`src/rtl/axi2ahb_pkg.sv`:
```
// Shared encodings and the burst legality rule for the AXI-to-AHB bridge front-end.
package axi2ahb_pkg;

  localparam logic [1:0] BURST_FIXED = 2'b00;
  localparam logic [1:0] BURST_INCR  = 2'b01;
  localparam logic [1:0] BURST_WRAP  = 2'b10;
  localparam logic [1:0] BURST_RSVD  = 2'b11;

  localparam logic [1:0] RESP_OKAY   = 2'b00;
  localparam logic [1:0] RESP_SLVERR = 2'b10;

  typedef enum logic [1:0] {
    IDLE    = 2'd0,
    RD_CMD  = 2'd1,
    WR_CMD  = 2'd2,
    WR_RESP = 2'd3
  } cmd_state_t;

  // WRAP bursts must cover 4, 8 or 16 beats; the reserved encoding is never legal.
  function automatic logic is_legal_burst(input logic [1:0] burst, input logic [7:0] len);
    logic legal;
    legal = 1'b1;
    if (burst == BURST_RSVD) begin
      legal = 1'b0;
    end else if (burst == BURST_WRAP) begin
      legal = (len == 8'd3) || (len == 8'd7) || (len == 8'd15);
    end
    return legal;
  endfunction

endpackage

```
`src/rtl/rr_arb2.sv`:
```
// Two-requester round-robin arbiter: req[0] is the write channel, req[1] the read channel.
module rr_arb2 (
  input  logic       clk,
  input  logic       rst_n,
  input  logic [1:0] req,
  input  logic       accept,
  output logic [1:0] grant
);

  logic last_was_write;

  // Write wins unless the read channel is also waiting and write went last.
  assign grant[0] = req[0] & (~req[1] | ~last_was_write);
  assign grant[1] = req[1] & ~grant[0];

  // NOTE: sequential state uses non-blocking assignments and a reset sampled on the clock edge.
  always_ff @(posedge clk) begin
    if (!rst_n) begin
      last_was_write <= 1'b0;
    end else if (accept) begin
      last_was_write <= grant[0];
    end
  end

endmodule

```
`src/rtl/axi2ahb_cmd_arb.sv`:
```
// AXI AW/AR command front-end: arbitrates, latches one command, returns B for writes.
// Optional burst legality check enabled by defining AXI2AHB_CMD_CHECK_EN.
module axi2ahb_cmd_arb
  import axi2ahb_pkg::*;
#(
  parameter int AXI_ADDR_WIDTH = 8,
  parameter int AXI_ID_WIDTH   = 4
) (
  input  logic                      ACLK,
  input  logic                      ARESETN,
  input  logic [AXI_ID_WIDTH-1:0]   AWID,
  input  logic [AXI_ADDR_WIDTH-1:0] AWADDR,
  input  logic [7:0]                AWLEN,
  input  logic [1:0]                AWBURST,
  input  logic                      AWVALID,
  output logic                      AWREADY,
  input  logic [AXI_ID_WIDTH-1:0]   ARID,
  input  logic [AXI_ADDR_WIDTH-1:0] ARADDR,
  input  logic [7:0]                ARLEN,
  input  logic [1:0]                ARBURST,
  input  logic                      ARVALID,
  output logic                      ARREADY,
  output logic [AXI_ID_WIDTH-1:0]   BID,
  output logic [1:0]                BRESP,
  output logic                      BVALID,
  input  logic                      BREADY,
  output logic                      cmd_read_o,
  output logic                      cmd_write_o,
  output logic [AXI_ADDR_WIDTH-1:0] cmd_start_addr_o,
  output logic [7:0]                cmd_transfer_len_o,
  output logic [1:0]                cmd_burst_type_o,
  output logic                      ctrl_cmd_valid_o,
  input  logic                      ctrl_cmd_ready_i
);

  cmd_state_t state, next_state;

  logic [1:0]                grant;
  logic                      idle;
  logic                      accept;
  logic [AXI_ADDR_WIDTH-1:0] sel_addr;
  logic [7:0]                sel_len;
  logic [1:0]                sel_burst;
  logic                      sel_legal;

  // Readies are masked during reset so every output reads 0 while ARESETN is low.
  assign idle    = ARESETN & (state == IDLE);
  assign AWREADY = idle & grant[0];
  assign ARREADY = idle & grant[1];
  assign accept  = AWREADY | ARREADY;

  rr_arb2 u_arb (
    .clk    (ACLK),
    .rst_n  (ARESETN),
    .req    ({ARVALID, AWVALID}),
    .accept (accept),
    .grant  (grant)
  );

  assign sel_addr  = AWREADY ? AWADDR  : ARADDR;
  assign sel_len   = AWREADY ? AWLEN   : ARLEN;
  assign sel_burst = AWREADY ? AWBURST : ARBURST;

`ifdef AXI2AHB_CMD_CHECK_EN
  assign sel_legal = is_legal_burst(sel_burst, sel_len);
`else
  assign sel_legal = 1'b1;
`endif

  always_ff @(posedge ACLK) begin
    if (!ARESETN) begin
      state <= IDLE;
    end else begin
      state <= next_state;
    end
  end

  // NOTE: every signal driven here gets a default first, so no latch can be inferred.
  always_comb begin
    next_state       = state;
    ctrl_cmd_valid_o = 1'b0;
    cmd_read_o       = 1'b0;
    cmd_write_o      = 1'b0;
    BVALID           = 1'b0;
    case (state)
      IDLE: begin
        if (AWREADY)      next_state = WR_CMD;
        else if (ARREADY) next_state = RD_CMD;
      end
      RD_CMD: begin
        ctrl_cmd_valid_o = 1'b1;
        cmd_read_o       = 1'b1;
        if (ctrl_cmd_ready_i) next_state = IDLE;
      end
      WR_CMD: begin
        ctrl_cmd_valid_o = 1'b1;
        cmd_write_o      = 1'b1;
        if (ctrl_cmd_ready_i) next_state = WR_RESP;
      end
      WR_RESP: begin
        // The write flag stays up until the response handshake completes.
        cmd_write_o = 1'b1;
        BVALID      = 1'b1;
        if (BREADY) next_state = IDLE;
      end
      default: next_state = IDLE;
    endcase
  end

  always_ff @(posedge ACLK) begin
    if (!ARESETN) begin
      cmd_start_addr_o   <= '0;
      cmd_transfer_len_o <= '0;
      cmd_burst_type_o   <= '0;
      BID                <= '0;
      BRESP              <= RESP_OKAY;
    end else if (accept) begin
      cmd_start_addr_o   <= {sel_addr[AXI_ADDR_WIDTH-1:2], 2'b00};
      cmd_transfer_len_o <= sel_len;
      cmd_burst_type_o   <= sel_legal ? sel_burst : BURST_INCR;
      if (AWREADY) begin
        BID   <= AWID;
        BRESP <= sel_legal ? RESP_OKAY : RESP_SLVERR;
      end
    end
  end

endmodule
```
`config.mk`:
```
export PLATFORM = sky130hd
export DESIGN_NAME = axi2ahb_cmd_arb
export DESIGN_NICKNAME = d
export VERILOG_FILES = /design/src/rtl/axi2ahb_pkg.sv /design/src/rtl/rr_arb2.sv /design/src/rtl/axi2ahb_cmd_arb.sv
export SDC_FILE = /design/constraint.sdc
export NUM_CORES = 1
export LEC_CHECK = 0
export CORE_MARGIN = 8
export CORE_UTILIZATION = 37
export CTS_CLUSTER_SIZE = 20
export DETAILED_ROUTE_END_ITERATION = 7
export GPL_TIMING_DRIVEN = 0
export PLACE_DENSITY_LB_ADDON = 0.08
export SLEW_MARGIN = 20
export SYNTH_ARGS = -nofsm -noshare
export SYNTH_HDL_FRONTEND = slang
export SYNTH_SLANG_ARGS = --single-unit
```
`constraint.sdc`:
```
create_clock -name ACLK -period 2 [get_ports ACLK]
set_input_delay 0.2 -clock ACLK [delete_from_list [all_inputs] [get_ports ACLK]]
set_output_delay 0.2 -clock ACLK [all_outputs]
set_load 0.02 [all_outputs]
```
==> impl_metrics.py, run 1 <==
metrics = {
    "setup_path": {
        "crit_type": "reg2out",
        "ff2ff_path_depth": 6,
        "worstReg2RegEnd": "cmd_transfer_len_o[3]$_SDFFE_PN0P_",
        "reg2reg_from": "state[1]$_SDFFE_PN0P_",
        "rrSetupSlack_ns": 0.45,
        "cp-start-kind": "flip-flop",
        "cp_max_fo": 10,
        "required_ns": 1.80,
        "cp-end-kind": "primary output",
        "arrival_ns": 1.72,
    },
    "yosys": {
        "ys_seq_area_share_pct": 35.6,
        "netlist_area_um2": 1290,
        "yosys_warnings": 0,
        "yosysTopAreaCellShare_pct": 35.6,
        "syn_area_per_cell_um2": 8.68,
        "yosys.area.top_type": "dfxtp_1",
        "synth_cell_types": 33,
        "ys_seq_elements": 23,
        "synthCells": 149,
        "synthTopCellsByArea": "dfxtp_1 (36%), a311oi_2 (10%), nand2_1 (9.6%)",
    },
    "pwr": {
        "switchingPower_w": 0.000823,
        "p_per_area_nw_per_um2": 984,
        "swShare_pct": 40.5,
        "pwr-share-comb_pct": 57.4,
        "seqPwrFrac_pct": 31.8,
        "p_clk_share_pct": 10.8,
        "vdd_drop_max_v": 0.000403,
        "power_w": 0.00203,
        "p_leak_nw": 0.785,
        "p_int_w": 0.00121,
    },
    "sta": {
        "hold_viol_final": 0,
        "finalMaxSlewViolations": 0,
        "fin_skew_ns": 0.00468,
        "fin_crit_ns": 1.92,
        "setup_viol": 0,
        "period_share_pct": 96.0,
        "fmax_mhz": 521,
        "rsz0062_at_grt": "yes",
    },
    "global_routing": {
        "overflow": 0,
        "grt_use_total_pct": 14.5,
        "grt_max_degree": 13,
        "grt_pass1_vias": 1414,
        "grt_pass1_wl_um": 6530,
        "antenna_found_initial": 0,
    },
    "clock_network": {
        "cts.sinks": 23,
        "clk_pin_slew_worst_paths_ns": 0.13,
        "root_buffer": "clkbuf_4",
        "cts_tree": "built",
        "clk_latency_ns": 0.31,
        "cts_buffers": 3,
        "h-tree-depth": 1,
        "clk_path_buf_depth": 2,
        "post-cts-setup-buffers": 0,
    },
    "hold_path": {
        "hold_path_class": "in2reg",
        "min_path_cells": 3,
        "min-delay-start": "AWID[0]",
        "hold_end": "BID[0]$_SDFFE_PN0P_",
    },
    "placed_design": {
        "postPlaceCellArea_um2": 2030,
        "gp_congestion": 0.796,
        "numPortBuffers": 67,
        "dpl.cell_count": 265,
        "hpwl_um": 3270,
    },
    "floorplanning": {
        "ios": 80,
        "core_um2": 3340,
        "die_h_um": 75.1,
        "die_area_um2": 5640,
        "num_rows": 21,
        "dieWidth_um": 75.1,
        "start_util_pct": 38.8,
    },
    "detailed_routing": {
        "drtIter0Drc": 58,
        "wl_per_cell_um": 15.5,
        "antenna_left": 0,
        "dr.pass1.iters": 4,
        "vias_per_cell": 5.06,
        "drc": 0,
        "vias": 1361,
        "wl_um": 4180,
    },
    "final_layout": {
        "n_antenna_cell": 0,
        "drive_gt1_share_pct": 18.4,
        "fillers": 299,
        "stdcell_count": 269,
        "final_cell_area_um2": 2070,
        "multi_input_area_um2": 727,
        "final_nets": 279,
        "area_growth_syn_to_layout_pct": 59.7,
        "register_area_um2": 463,
    },
    "outcome": {
        "status": "finished clean",
    },
    "job": {
        "maxCapViolCount": 0,
    },
}
registers in the layout, indices dropped and copies added (netlist names):
register	count
cmd_burst_type_o	2
cmd_start_addr_o	6
u_arb.last_was_write	1
cmd_transfer_len_o	8
BID	4
state	2
cells in the final DEF, fill, tap and decap left out, types with 4 or more instances in the layout:
cell type	Yosys	final
ha_1	5	4
dfxtp_1	23	21
conb_1	1	4
a311oi_1	4	4
buf_2	5	6
nor3_1	13	13
o21ai_0	6	6
buf_4	6	7
nand3_1	10	10
clkdlybuf4s50_1	0	64
a311oi_2	9	9
nand2_1	33	33
kinds of logic (layout without fill, tap and decap cells):
group,Yosys count,count (layout),synth area share (%)
other,1,4,0.290
muxes,1,1,0.774
adders and majority gates,5,5,4.84
AOI/OAI and AO/OA,32,32,24.2
and+or+nand+nor,67,67,24.3
DFF,23,23,35.6
buffers and inverters,20,91,10.1
metal layers:
metal,global-route usage [%],wire (um),vias up
li1,-,-,675
met4,5.12,60,0
met3,3.99,313,6
met2,24.9,2090,54
met1,16.7,1710,626
met5,0,0,-
power groups by stage:
stage	clock network, W	logic, W	registers [W]
after CTS	0.000227	0.00118	0.000647
after global placement	0	0.00113	0.000646
after global routing	0.000248	0.00125	0.000664
final	0.000219	0.00117	0.000648
after detailed placement	0	0.00115	0.000649
after floorplan	0	0.000594	0.000747
final cells by class:
cell class / count / share of cell area, %
clock buffers: 4 / 1.27
repair buffers: 67 / 32.0
flip-flops and latches: 23 / 22.4
well taps: 46 / 2.79
plain buffers: 14 / 5.21
multi-input cells: 109 / 35.2
inverters: 6 / 1.09
cells in the mapped netlist, drive strengths merged:
master	number
nor3	13
o31ai	1
nand3	10
a221oi	1
nand2	34
o21ba	1
mux2i	1
nand2b	1
a2111oi	1
a311oi	13
o21ai	6
nor2	1
nand4	1
and3	3
inv	6
o211ai	1
conb	1
buf	14
or3b	1
a2bb2oi	1
a32oi	3
o21a	1
dfxtp	23
a21oi	3
and2	2
ha	5
or2	1
metrics by stage:
stage	hold WS [ns]	worst slack, ns	util [%]	TNS [ns]
6_report	0.453	0.0808	61.9	0
5_1_grt	0.451	-0.0115	61.9	-0.0115
4_1_cts	0.445	-0.0206	62.2	-0.0206
3_5_place_dp	0.453	-0.210	60.9	-0.404
3_3_place_gp	0.446	-0.195	60.9	-0.351
2_1_floorplan	0.330	0.459	-	0
how the worst max path moves through the flow:
stage	startpoint	endpoint	slack [ns]	cells after the start
5_1_grt	state[1]$_SDFFE_PN0P_	ARREADY	-0.01	7
4_1_cts	state[1]$_SDFFE_PN0P_	ARREADY	-0.02	7
6_report	state[1]$_SDFFE_PN0P_	ARREADY	0.08	7
2_1_floorplan	state[0]$_SDFFE_PN0P_	ARREADY	0.46	6
3_3_place_gp	state[1]$_SDFFE_PN0P_	ARREADY	-0.20	7
3_5_place_dp	state[1]$_SDFFE_PN0P_	ARREADY	-0.21	7
worst max-delay path, stage by stage (launching register included):
cell and delay, ns:
dfxtp_2 0.39, inv_2 0.07, ha_4 0.19, and3_1 0.17, buf_4 0.16, buf_6 0.14, and2_1 0.13, buf_4 0.15
repair_timing:
action,in CTS,in global routing
resized for setup,14,3
setup endpoints to repair,3,2
hold buffers,0,0
No activity file was read; power rests on OpenSTA's default activity.
==> inputs of run 2 (changes only) <==
Settings changed: GPL_TIMING_DRIVEN 0 to not set.
==> impl_metrics.py, run 2 (synthesis gave the netlist of run 1 again) <==
metrics = {
    "placed_design": {
        "postPlaceCellArea_um2": 2010,
        "dpl.cell_count": 262,
        "numPortBuffers": 67,
        "hpwl_um": 3210,
        "gp_congestion": 0.807,
    },
    "global_routing": {
        "grt_max_degree": 18,
        "overflow": 0,
        "antenna_found_initial": 0,
        "grt_pass1_vias": 1347,
        "grt_pass1_wl_um": 6330,
        "grt_use_total_pct": 14.4,
    },
    "final_layout": {
        "largest_register_ff_count": 8,
        "stdcell_count": 266,
        "drive_gt1_share_pct": 15.9,
        "final_nets": 276,
        "regMostFlops": "cmd_transfer_len_o",
        "final_cell_mix": "clkdlybuf4s50_1 (64), nand2_1 (33), dfxtp_1 (21)",
        "fin_util_pct": 61.0,
        "top_regs": "cmd_transfer_len_o x8, cmd_start_addr_o x6, BID x4",
        "n_antenna_cell": 0,
        "final_common_cell": "clkdlybuf4s50_1",
        "fillers": 314,
        "area_growth_syn_to_layout_pct": 57.3,
        "final_cell_area_um2": 2040,
    },
    "hold_path": {
        "hold_path_class": "in2reg",
    },
    "sta": {
        "fmax_mhz": 535,
        "setup_tns_ns": 0,
        "setup_viol": 0,
        "rsz0062_at_grt": "no",
        "worst_pin_slew_ns": 0.685,
        "hold_viol_final": 0,
        "whs_ns": 0.442,
        "fin_crit_ns": 1.87,
        "relSlewSlack_pct": 54.3,
        "period_share_pct": 93.4,
        "fin_skew_ns": 0.00226,
        "finalMaxSlewViolations": 0,
    },
    "clock_network": {
        "root_buffer": "clkbuf_4",
        "post_cts_resized": 3,
        "clk_path_buf_depth": 2,
        "clk_pin_slew_worst_paths_ns": 0.13,
        "clk_latency_ns": 0.31,
        "h-tree-depth": 1,
        "post-cts-setup-buffers": 0,
        "cts_hold_buf": 0,
        "cts_buffers": 3,
        "cts.sinks": 23,
        "cts_tree": "built",
    },
    "setup_path": {
        "required_ns": 1.80,
        "cp_max_fo": 5,
        "cp-end-kind": "primary output",
        "crit_type": "reg2out",
        "arrival_ns": 1.67,
        "cp-start-kind": "flip-flop",
    },
    "floorplanning": {
        "die_h_um": 75.1,
        "die_area_um2": 5640,
        "core_um2": 3340,
        "ios": 80,
        "dieWidth_um": 75.1,
        "start_util_pct": 38.8,
        "num_rows": 21,
    },
    "detailed_routing": {
        "vias_per_cell": 5.06,
        "wl_um": 4100,
        "wl_per_cell_um": 15.4,
        "antenna_left": 0,
        "drtIter0Drc": 82,
        "vias": 1346,
        "drc": 0,
        "dr.pass1.iters": 4,
    },
    "outcome": {
        "status": "finished clean",
    },
    "pwr": {
        "p_per_area_nw_per_um2": 982,
        "p_leak_nw": 0.774,
        "vdd_drop_max_v": 0.000422,
    },
    "job": {
        "maxCapViolCount": 0,
    },
}
## run 2: worst max-delay path, stage by stage, from the launching register on
cell and delay (ns):
dfxtp_2 0.36, inv_1 0.12, ha_1 0.23, and3_1 0.20, and2_1 0.12, dlygate4sd2_1 0.34
## run 2: area by class of cell
class | count | area, um^2 | share of cell area [%]
Clock inverter | 1 | 5.00 | 0.246
Inverter | 6 | 22.5 | 1.11
Clock buffer | 3 | 22.5 | 1.11
Multi-Input combinational cell | 109 | 719 | 35.3
Timing Repair Buffer | 78 | 746 | 36.6
Tap cell | 46 | 57.6 | 2.83
Sequential cell | 23 | 463 | 22.7
## run 2: power breakdown
part / internal, W / switching [W]
combinational: 0.000541 / 0.000600
sequential: 0.000574 / 0.0000713
clock: 0.0000746 / 0.000138
## run 2: stage by stage
stage          setup WS, ns  total power (W)
6_report              0.132          0.00200
4_1_cts              0.0511          0.00201
5_1_grt              0.0223          0.00214
3_5_place_dp         0.0774          0.00181
3_3_place_gp          0.106          0.00178
2_1_floorplan         0.459          0.00134
## run 2: worst paths after layout
kind	slack, ns	endpoint	depth (start not counted)	from
worst max-delay path	0.13	ARREADY	5	state[1]$_SDFFE_PN0P_
worst min-delay path	0.44	cmd_start_addr_o[7]$_SDFFE_PN0P_	3	AWADDR[7]
worst max register to register	0.40	cmd_start_addr_o[3]$_SDFFE_PN0P_	7	state[0]$_SDFFE_PN0P_
worst min register to register	0.47	BID[3]$_SDFFE_PN0P_	2	BID[3]$_SDFFE_PN0P_
## run 2: per-layer routing
metal  routed length [um]  track usage (%)  share of wire, %  vias to the layer above
met5                    0                0                 0                        -
met4                   29             5.54              0.71                        0
met3                  298             4.66               7.3                        4
met2                 2080             25.6                51                       40
met1                 1690             15.2                41                      633
li1                     -                -                 -                      669
==> inputs of run 3 (changes only) <==
Settings changed: CTS_CLUSTER_SIZE 20 to 25.
==> results of run 3 <==
The final DEF is identical to that of run 2; final timing and power are the same.
